--- config.mk ---
export PLATFORM = sky130hd
export DESIGN_NAME = phase_monitor
export DESIGN_NICKNAME = d
export VERILOG_FILES = /design/src/rtl/phase_monitor_pkg.sv /design/src/rtl/phase_monitor_decode.sv /design/src/rtl/phase_monitor.sv
export SDC_FILE = /design/constraint.sdc
export NUM_CORES = 1
export LEC_CHECK = 0
export CAP_MARGIN = 20
export CORE_ASPECT_RATIO = 1.4
export CORE_MARGIN = 5
export CORE_UTILIZATION = 53
export CTS_CLUSTER_DIAMETER = 30
export DETAILED_ROUTE_END_ITERATION = 7
export PLACE_DENSITY_LB_ADDON = 0.15
export SKIP_LAST_GASP = 1
export SLEW_MARGIN = 10
export SYNTH_ARGS = -nofsm -noshare
export SYNTH_HDL_FRONTEND = slang
export SYNTH_SLANG_ARGS = --single-unit
export TNS_END_PERCENT = 10
--- constraint.sdc ---
create_clock -name clock -period 2.9 [get_ports clock]
set_clock_uncertainty 0.15 [all_clocks]
set_input_delay 0.58 -clock clock [delete_from_list [all_inputs] [get_ports clock]]
set_output_delay 0.58 -clock clock [all_outputs]
set_load 0.02 [all_outputs]
--- src/rtl/phase_monitor_pkg.sv ---
// Shared types and constants for the phase-strobe monitor and its decoders.
package phase_monitor_pkg;
   localparam int NPHASE = 5;

   typedef enum logic [1:0] {IDLE, TRACK, ERR} state_t;

   typedef enum logic [1:0] {
      NONE   = 2'd0,
      ONEHOT = 2'd1,
      SEQ    = 2'd2,
      STALL  = 2'd3
   } errcode_t;
endpackage

--- src/rtl/phase_monitor_decode.sv ---
// Combinational strobe classifier: index of the set bit, plus single/multi flags.
module phase_decode
   import phase_monitor_pkg::*;
(
   input  logic [NPHASE-1:0] strobes,
   output logic [2:0]        index,
   output logic              single,
   output logic              multi
);
   always_comb begin
      index = '0;
      for (int k = 0; k < NPHASE; k++)
         if (strobes[k]) index = 3'(k);
   end

   assign single = $onehot(strobes);
   assign multi  = (|strobes) && !single;
endmodule

--- src/rtl/phase_monitor.sv ---
// Decodes the sequencer's phase strobes, checks order/spacing/one-hotness,
// counts completed instructions and latches the first fault.
module phase_monitor
   import phase_monitor_pkg::*;
#(
   parameter int GAP     = 1,
   parameter int TIMEOUT = 4,
   parameter int CW      = 16
)(
   input  logic              clock,
   input  logic              reset,
   input  logic [NPHASE-1:0] phasein,
   input  logic              clearerr,
   output logic [2:0]        phase,
   output logic              phasevalid,
   output logic [CW-1:0]     instrcount,
   output logic              running,
   output logic              error,
   output logic [1:0]        errorcode
);
   localparam int            IW    = $clog2(TIMEOUT + 1);
   localparam logic [IW-1:0] GAPV  = IW'(GAP);
   localparam logic [IW-1:0] TLAST = IW'(TIMEOUT - 1);

   state_t        state;
   errcode_t      code;
   logic [2:0]    expect_ph;
   logic [IW-1:0] idlecnt;
   logic [2:0]    idx;
   logic          single, multi;

   phase_decode u_dec (
      .strobes (phasein),
      .index   (idx),
      .single  (single),
      .multi   (multi)
   );

   assign errorcode = code;

   always_ff @(posedge clock or posedge reset) begin
      if (reset) begin
         state      <= IDLE;
         code       <= NONE;
         expect_ph  <= '0;
         idlecnt    <= '0;
         phase      <= '0;
         phasevalid <= 1'b0;
         instrcount <= '0;
         running    <= 1'b0;
         error      <= 1'b0;
      end else begin
         phasevalid <= 1'b0;
         case (state)
            IDLE: begin
               // Non-zero single strobes are dropped so we relock on the next phase 0
               if (multi) begin
                  state <= ERR; error <= 1'b1; code <= ONEHOT; running <= 1'b0;
               end else if (single && idx == 3'd0) begin
                  state      <= TRACK;
                  phase      <= 3'd0;
                  phasevalid <= 1'b1;
                  expect_ph  <= 3'd1;
                  idlecnt    <= '0;
                  running    <= 1'b1;
               end
            end
            TRACK: begin
               if (multi) begin
                  state <= ERR; error <= 1'b1; code <= ONEHOT; running <= 1'b0;
               end else if (single) begin
                  if (idx != expect_ph || idlecnt != GAPV) begin
                     state <= ERR; error <= 1'b1; code <= SEQ; running <= 1'b0;
                  end else begin
                     phase      <= idx;
                     phasevalid <= 1'b1;
                     expect_ph  <= (idx == 3'd4) ? 3'd0 : idx + 3'd1;
                     idlecnt    <= '0;
                     if (idx == 3'd4) instrcount <= instrcount + CW'(1);
                  end
               end else if (idlecnt == TLAST) begin
                  // Stream stopped: clean halt only if the last strobe closed an instruction
                  running <= 1'b0;
                  idlecnt <= '0;
                  if (expect_ph == 3'd0) state <= IDLE;
                  else begin
                     state <= ERR; error <= 1'b1; code <= STALL;
                  end
               end else begin
                  idlecnt <= idlecnt + IW'(1);
               end
            end
            ERR: begin
               if (clearerr) begin
                  state <= IDLE; error <= 1'b0; code <= NONE;
               end
            end
            default: state <= IDLE;
         endcase
      end
   end
endmodule

* After elaboration in Yosys (flattened, before gate mapping)
Index checks and enable logic that the tools add are counted.
Word-level totals: register bits 32, word-level logic and storage cells 111
Operators by class: add/sub/neg operators 7, equality and inequality tests 19, muxes and demuxes 58, bitwise gates (word level) 2, reduce and logical (&&, ||, !) cells 16
Operator list (number):
- two-way mux 3 bit | 16
- two-way mux 2 bit | 15
- two-way mux 1 bit | 19
- one-hot mux 3 bit (2 select lines) | 3
- adder 16 x 1 -> 16 bit (second input constant) | 1
- inequality test 2 bit (second input constant) | 7
- inequality test 4 bit (second input constant) | 3
- one-hot mux 2 bit (3 select lines) | 2
- AND reduction 6 bit | 2
- AND reduction 5 bit | 2
- AND reduction 4 bit | 2
- adder 3 x 1 -> 3 bit (second input constant) | 2
- zero test 3 bit | 2
- inequality test 3 bit (second input constant) | 2
- OR reduction 5 bit | 1
- adder 1 x 1 -> 2 bit | 2
- one-hot mux 1 bit (2 select lines) | 2
- adder 3 x 1 -> 3 bit | 1
- adder 3 bit | 1
- equality test 3 x 1 -> 1 bit (second input constant) | 1
- equality test 3 x 2 -> 1 bit (second input constant) | 1
- equality test 3 bit (second input constant) | 1
- inequality test 3 x 1 -> 1 bit (second input constant) | 1
- inequality test 3 bit | 1
- other kinds (10) | 12

* Depth between registers and ports, before layout
Gate-level depths: netlist of run 1.
depth after elaboration 10, depth in mapped cells 12, mapped depth without buffers 11

* Cells and area by module
Synthesis of run 1 repeated with hierarchy kept, for this count alone.
Unflattened totals: cell total of the unflattened synthesis 178, area total of the unflattened synthesis 1820.5 um^2
Modules (own cells, without submodules):
- phase_monitor | instances 1, cells each 161, area an instance 1681.6 um^2
- phase_decode | instances 1, cells each 17, area an instance 138.9 um^2

* Worst setup path after synthesis of run 1
No wires, ideal clock.
path kind input port to flip-flop, from input phasein[0], to register code[0] (netlist: errorcode[0]), setup time 125 ps, data arrival time 3047 ps, path slack -422 ps, cell stages on the path 11, cells stage by stage inv_1 ha_1 inv_1 fa_1 fa_1 and3b_1 nand2_1 or2_1 o22a_1 and4_4 mux2_4
Between the ends: word-level cells in the longest chain between the ends 8, elaborated cells on any way between the ends 15, classes of those cells add/sub (3); eq/ne (5); mux (3); reduce/logical (4)
RTL lines:
- start, declared | line phase_monitor.sv:12 | input logic [NPHASE-1:0] phasein,
- adder 1 x 1 -> 2 bit (not written as such) | line phase_monitor_decode.sv:16 | assign single = $onehot(strobes);
- adder 3 bit (not written as such) | line phase_monitor_decode.sv:16
- adder 3 x 1 -> 3 bit (not written as such) | line phase_monitor_decode.sv:16
- equality test 3 x 1 -> 1 bit | line phase_monitor_decode.sv:16
- zero test 1 bit | line phase_monitor_decode.sv:17 | assign multi = (|strobes) && !single;
- logical AND 1 bit | line phase_monitor_decode.sv:17
- inequality test 4 bit (no line) (tied with other cells)
- AND reduction 6 bit (no line) or one-hot mux 2 bit (3 select lines) (tied branches)
- end signal, assigned | line phase_monitor.sv:44 | code <= NONE;
- end signal, assigned | line phase_monitor.sv:58 | state <= ERR; error <= 1'b1; code <= ONEHOT; running <= 1'b0;
- end signal, assigned | line phase_monitor.sv:70 | state <= ERR; error <= 1'b1; code <= ONEHOT; running <= 1'b0;
- end, declared | line phase_monitor.sv:26 | errcode_t code;
Parallel ways exist; a longest one is shown, timed or not. A chain may end at the register's enable or synchronous reset.

* Final worst setup path of run 1
from input phasein[3], to register code[1] (netlist: errorcode[1])
Same word-level chain as after synthesis.

==> results of run 1 <==
[critical path, stage by stage]
cell and delay [ns]:
buf_8 0.08, inv_4 0.03, ha_4 0.24, inv_2 0.03, fa_2 0.35, fa_1 0.53
and3b_2 0.23, nand2_2 0.09, or2_1 0.23, o22a_1 0.24, and4_4 0.20, mux2_4 0.29
[power groups by stage]
stage / clock (W) / combinational, W / sequential (W)
floorplan: 0 / 0.000350 / 0.000562
global placement: 0 / 0.000575 / 0.000549
detailed placement: 0 / 0.000594 / 0.000551
CTS: 0.000477 / 0.000606 / 0.000543
global route: 0.000495 / 0.000696 / 0.000552
finish: 0.000464 / 0.000642 / 0.000545
[placed cells by master, fill, tap and decap left out, types with 2 or more instances in the layout]
| cell | netlist | routed |
|---|---|---|
| dfrtp_1 | 32 | 32 |
| buf_4 | 1 | 31 |
| clkdlybuf4s50_1 | 0 | 26 |
| nand2_1 | 15 | 14 |
| inv_1 | 17 | 11 |
| ha_1 | 13 | 11 |
| xnor2_1 | 10 | 10 |
| nor2_1 | 8 | 8 |
| clkbuf_8 | 0 | 7 |
| xor2_1 | 6 | 6 |
| and3_1 | 6 | 6 |
| nand3_1 | 6 | 5 |
| nand3_2 | 4 | 5 |
| a21oi_1 | 7 | 5 |
| o21ai_0 | 6 | 5 |
| nand2b_1 | 4 | 4 |
| mux2_1 | 4 | 4 |
| o21ai_1 | 4 | 4 |
| a22o_1 | 4 | 4 |
| inv_2 | 1 | 3 |
| o21a_1 | 3 | 3 |
| buf_6 | 1 | 3 |
| nor2b_1 | 2 | 2 |
| o21ai_2 | 1 | 2 |
| or2_1 | 2 | 2 |
| a31oi_1 | 2 | 2 |
| nand4_4 | 2 | 2 |
| nor3_2 | 2 | 2 |
| mux2i_1 | 2 | 2 |
| a21oi_2 | 0 | 2 |
| mux2_4 | 2 | 2 |
| o2bb2ai_1 | 2 | 2 |
| inv_4 | 0 | 2 |
| ha_4 | 0 | 2 |
| buf_8 | 0 | 2 |
[worst min path at each step]
stage,cells past startpoint,startpoint,slack [ns],endpoint
after floorplan,1,idlecnt[1],0.33,idlecnt[1]
after global placement,1,instrcount[8],0.32,instrcount[8]
after detailed placement,1,instrcount[8],0.33,instrcount[8]
after CTS,1,instrcount[8],0.34,instrcount[8]
after global routing,1,error,0.35,error
final,1,instrcount[8],0.33,instrcount[8]
[area by class of cell]
cell class / instances / area (um^2)
multi-input cells: 138 / 1180
flip-flops and latches: 32 / 801
clock inverters: 1 / 30.0
clock buffers: 7 / 96.3
repair buffers: 64 / 586
well taps: 42 / 52.6
inverters: 18 / 85.1
fillers: 260 / 850
[flip-flops by register name, indices dropped and copies added, names as in the netlist]
name and flops:
errorcode 2, running 1, phase 3, state 2, phasevalid 1, idlecnt 3
instrcount 16, expect_ph 3, error 1
[logic make-up after synthesis]
kind of cell,after synthesis
and+or+nand+nor,62
AOI/OAI and AO/OA,36
DFF,32
buffers and inverters,22
xor gates and xnor gates,17
adders and majority gates,15
muxes,8
[metrics by stage]
step	total power (W)	setup slack (ns)	area [um^2]	util, %	std cells
6_report	0.00165	-0.224	2830	76.9	302
2_1_floorplan	0.000912	-0.289	2060	-	192
5_1_grt	0.00174	-0.270	2830	76.9	302
4_1_cts	0.00163	-0.182	2790	75.9	300
3_3_place_gp	0.00112	-0.900	2630	71.5	290
3_5_place_dp	0.00114	-0.974	2630	71.5	290
[layer usage]
layer  wire length [um]  global-route usage [%]  vias up
met2               2560                    34.3       55
met1               1670                    18.5      810
met4                175                    10.8        0
li1                   -                       -      801
met5                  0                       0        -
met3                197                    4.32       19
[repair_timing]
| item | CTS | global route |
|---|---|---|
| setup endpoints to repair | 31 | 27 |
| setup buffers | 2 | 2 |
| gates resized for setup | 27 | 6 |
| pin swaps | 6 | 0 |
==> impl_metrics.toml, run 1 <==
[run_status]
status = "complete, but fails checks"
violations = "setup timing"

[sta]
post-route-period-util_pct = 108
timing.hold.ws_ns = 0.333
slew_viol_final = 0
fin_ws_ns = -0.224
final.min_clock_period_ns = 3.12
fin_tns_setup_ns = -2.15
setup_viol = 20
timing.fmax_ghz = 0.320
rsz0062_at_grt = "true"
hold_violations = 0
tightestPinTransition_ns = 0.406
slew_headroom_pct = 72.9

[setup_path]
arrival_ns = 3.14
cp-end-kind = "flop"
cp_data_required_time_ns = 2.91
r2r_start = "idlecnt[1]"
critPathLaunchType = "primary input"
crit_start = "phasein[3]"
r2r_end = "idlecnt[1]"
r2r_slack_ns = 0.65
path_max_fanout = 4
path_class = "in -> reg"
endpoint = "errorcode[1]"
rr_worst_depth = 8

[yosys]
synth_area_leaders = "dfrtp_1 40%, ha_1 8.1%, xnor2_1 4.3%"
synth_xor_xnor_area_share_pct = 7.75
ys_seq_elements = 32
synthAdderAreaFrac_pct = 10.0
syn_nets = 215
yosysSeqAreaShare_pct = 39.7
synth.area.mux_share_pct = 4.71
synth_cells = 192
netlist_area_um2 = 2020
synth_common_cells = "32 x dfrtp_1, 17 x inv_1, 15 x nand2_1"
yosys_warnings = 0
synth_top_family_by_area = "simple AND/OR/NAND/NOR gates"
synth_simple_gate_area_share_pct = 20.5
yosysTopAreaCell = "dfrtp_1"
synth_top_area_share_pct = 39.7
synth.most_common_cell = "dfrtp_1"
yosysUniqueCellTypes = 50
synth-compound-area-share_pct = 12.7
async_reset_ff_share_pct = 100
synth_ff_type = "dfrtp_1"
avgSynthCellArea_um2 = 10.5
synth_edf_count = 0

[power_and_ir_drop]
pwr-share-seq_pct = 33.0
netSwitchingFraction_pct = 32.6
p_int_w = 0.00111
clockPowerShare_pct = 28.1
powerDensity_nw_per_um2 = 584
vdd_drop_max_mv = 0.518
p_sw_w = 0.000538
power_leakage_nw = 1.34
combPwrFrac_pct = 38.9

[clock_network]
clk_path_buf_depth = 2
hold_buffers = 0
cts_buffers = 5
cts-root-buf = "clkbuf_8"
cts_tree = "yes"
htreeDepth = 2
clkTransAtPathRegs_ns = 0.07
clock_latency_ns = 0.28
cts.sinks = 32

[final_layout]
drive_above_1_share_pct = 30.8
area_growth_pct = 40.1
diodes = 0
final_nets = 282

[placed_design]
gp_congestion = 0.833
port_buffers = 31
dp_hpwl_mm = 3.56

[floorplan]
std_cell_rows = 26
dieArea_um2 = 5160
ios = 32
core_um2 = 3680
initial_utilization_pct = 54.9
die_y_um = 83.0
die_w_um = 62.1

[global_routing]
grt_overflow = 0
antenna_found_initial = 0
grt_pass1_vias = 1800
grt_pass1_wl_mm = 7.91
track_usage_pct = 18.7
grt_max_degree = 33

[routing]
vias = 1685
viasPerCell = 5.58
drc_errors = 0
wl_mm = 4.60
ant_nets = 0
dr.first_iter.drc_count = 128
wl_per_cell_um = 15.2
firstDrtPassIters = 4

[run]
maxCapViolations = 0

[min_path]
hold_class = "reg -> reg"
No activity file was read; power rests on OpenSTA's default activity.
==> run 2, diff against run 1 <==
--- a/config.mk
+++ b/config.mk
@@ -9,9 +9,11 @@
 export CORE_ASPECT_RATIO = 1.4
 export CORE_MARGIN = 5
 export CORE_UTILIZATION = 53
-export CTS_CLUSTER_DIAMETER = 30
+export CTS_CLUSTER_DIAMETER = 80
 export DETAILED_ROUTE_END_ITERATION = 7
+export GPL_TIMING_DRIVEN = 1
 export PLACE_DENSITY_LB_ADDON = 0.15
+export RECOVER_POWER = 25
 export SKIP_LAST_GASP = 1
 export SLEW_MARGIN = 10
 export SYNTH_ARGS = -nofsm -noshare
==> run 2 against run 1 <==
Compared with the run above: the flow finishes with violations (capacitance limit, slew limit, setup timing); total power decreased by 0.16%; first-iteration DRC count unchanged; clock-buffer cell count unchanged; via count increased by 0.24%; final area decreased by 0.13%; clock power about the same; combinational power about the same; critical endpoint unchanged; largest power group unchanged; highest routed layer unchanged.
==> impl_metrics.toml, run 2 (synthesis results as in run 1) <==
[run_status]
status = "complete, but fails checks"
violations = "capacitance limit, slew limit, setup timing"

[power_and_ir_drop]
powerDensity_nw_per_um2 = 584
vdd_drop_max_mv = 0.516
netSwitchingFraction_pct = 32.5
pwr-share-seq_pct = 33.1
clockPowerShare_pct = 28.1
p_int_w = 0.00111
power_leakage_nw = 1.34
combPwrFrac_pct = 38.8
power_w = 0.00165
p_sw_w = 0.000537

[setup_path]
critPathLaunchType = "primary input"
r2r_slack_ns = 0.65
worst-path-buf-inv = 3
cp_cell_sequence = "buf_8, inv_4, ha_4, inv_2, fa_2, fa_1, and3b_2, nand2_2, or2_1, o22a_1, and4_4, mux2_4"
path_class = "in -> reg"
path_max_fanout = 4
cp_data_required_time_ns = 2.91
slowest_stage = "fa_1"
crit_family = "adder cells"
arrival_ns = 3.14
cp-end-kind = "flop"
slowest_delay_ns = 0.54

[sta]
post-route-period-util_pct = 108
setup_viol = 20
slew_viol_final = 33
final.min_clock_period_ns = 3.12
hold_violations = 0
tightestPinTransition_ns = 1.69
timing.fmax_ghz = 0.320
slew_headroom_pct = -12.5
fin_ws_ns = -0.225
rsz0062_at_grt = "true"

[floorplan]
initial_utilization_pct = 54.9
ios = 32
die_y_um = 83.0
die_w_um = 62.1
dieArea_um2 = 5160
core_um2 = 3680
std_cell_rows = 26

[routing]
viasPerCell = 5.59
ant_nets = 0
wl_mm = 4.61
firstDrtPassIters = 4
dr.first_iter.drc_count = 128
drc_errors = 0
wl_per_cell_um = 15.2
vias = 1689

[clock_network]
cts_buffers = 5
clkTransAtPathRegs_ns = 0.07
htreeDepth = 2
cts_tree = "yes"
clk_path_buf_depth = 2
clock_latency_ns = 0.28
cts.sinks = 32
hold_buffers = 0
cts-root-buf = "clkbuf_8"

[final_layout]
stdcell_area_um2 = 2820
final_nets = 282
diodes = 0
fin_cells = 302
largest_register_ffs = 16
layout_commonest_cell = "dfrtp_1"
mostFrequentLayoutCells = "32 x dfrtp_1, 30 x buf_4, 25 x clkdlybuf4s50_1, 14 x nand2_1"
regMostFlops = "instrcount"
final_util_pct = 76.8
area_growth_pct = 40.0
fillCellCount = 262
drive_above_1_share_pct = 30.4

[placed_design]
placed_cell_area_um2 = 2630
gp_congestion = 0.833
dp_cells = 290
dp_hpwl_mm = 3.56
port_buffers = 31
place_ws_ns = -0.974

[min_path]
hold_class = "reg -> reg"

[global_routing]
grt_pass1_vias = 1800
grt_pass1_wl_mm = 7.91
grt_max_degree = 33
track_usage_pct = 18.7
grt_overflow = 0
antenna_found_initial = 0

[run]
maxCapViolations = 1
## run 2: cell count changes in the layout (fill, tap and decap cells not counted), sizes merged
cell | before | now
buf | 37 | 36
clkbuf | 7 | 8
clkdlybuf4s50 | 26 | 25
dlygate4sd3 | 0 | 1
## run 2: cell type report
class / instances / area [um^2] / area share [%]
flip-flops and latches: 32 / 801 / 28.4
repair buffers: 64 / 582 / 20.6
well taps: 42 / 52.6 / 1.86
inverters: 18 / 85.1 / 3.01
multi-input cells: 138 / 1180 / 41.7
clock buffers: 7 / 96.3 / 3.41
clock inverters: 1 / 30.0 / 1.06
## run 2: what timing repair did
action,4_1_cts,5_1_grt
resized for setup,27,6
pin swaps,6,0
cloned,0,0
buffers inserted,2,2
setup endpoints to repair,31,27
## run 2: per-layer routing
layer | global-route usage [%] | wire length (um)
met1 | 18.5 | 1660
met2 | 34.3 | 2570
met3 | 4.32 | 198
met4 | 10.8 | 176
met5 | 0 | 0
## run 2: metrics by stage
stage                     setup TNS (ns)  hold slack [ns]
after global placement            -23.16            0.322
after floorplan                    -4.05            0.335
after detailed placement          -25.96            0.330
after global routing               -4.66            0.350
after CTS                          -2.47            0.340
final                              -2.20            0.333
## run 2: final timing paths
kind,from,end,depth (start not counted)
min in group asynchronous,reset,instrcount[13],3
worst max-delay path,phasein[3],errorcode[1],12
worst min-delay path,instrcount[8],instrcount[8],1
worst min register to register,instrcount[8],instrcount[8],1
worst max register to register,idlecnt[1],idlecnt[1],8
max in group asynchronous,reset,errorcode[1],3
## run 2: power by group through the flow
stage	clock network [W]	logic (W)	registers, W
2_1_floorplan	0	0.000350	0.000562
3_3_place_gp	0	0.000575	0.000549
3_5_place_dp	0	0.000594	0.000551
4_1_cts	0.000477	0.000606	0.000543
5_1_grt	0.000495	0.000695	0.000552
6_report	0.000463	0.000640	0.000545
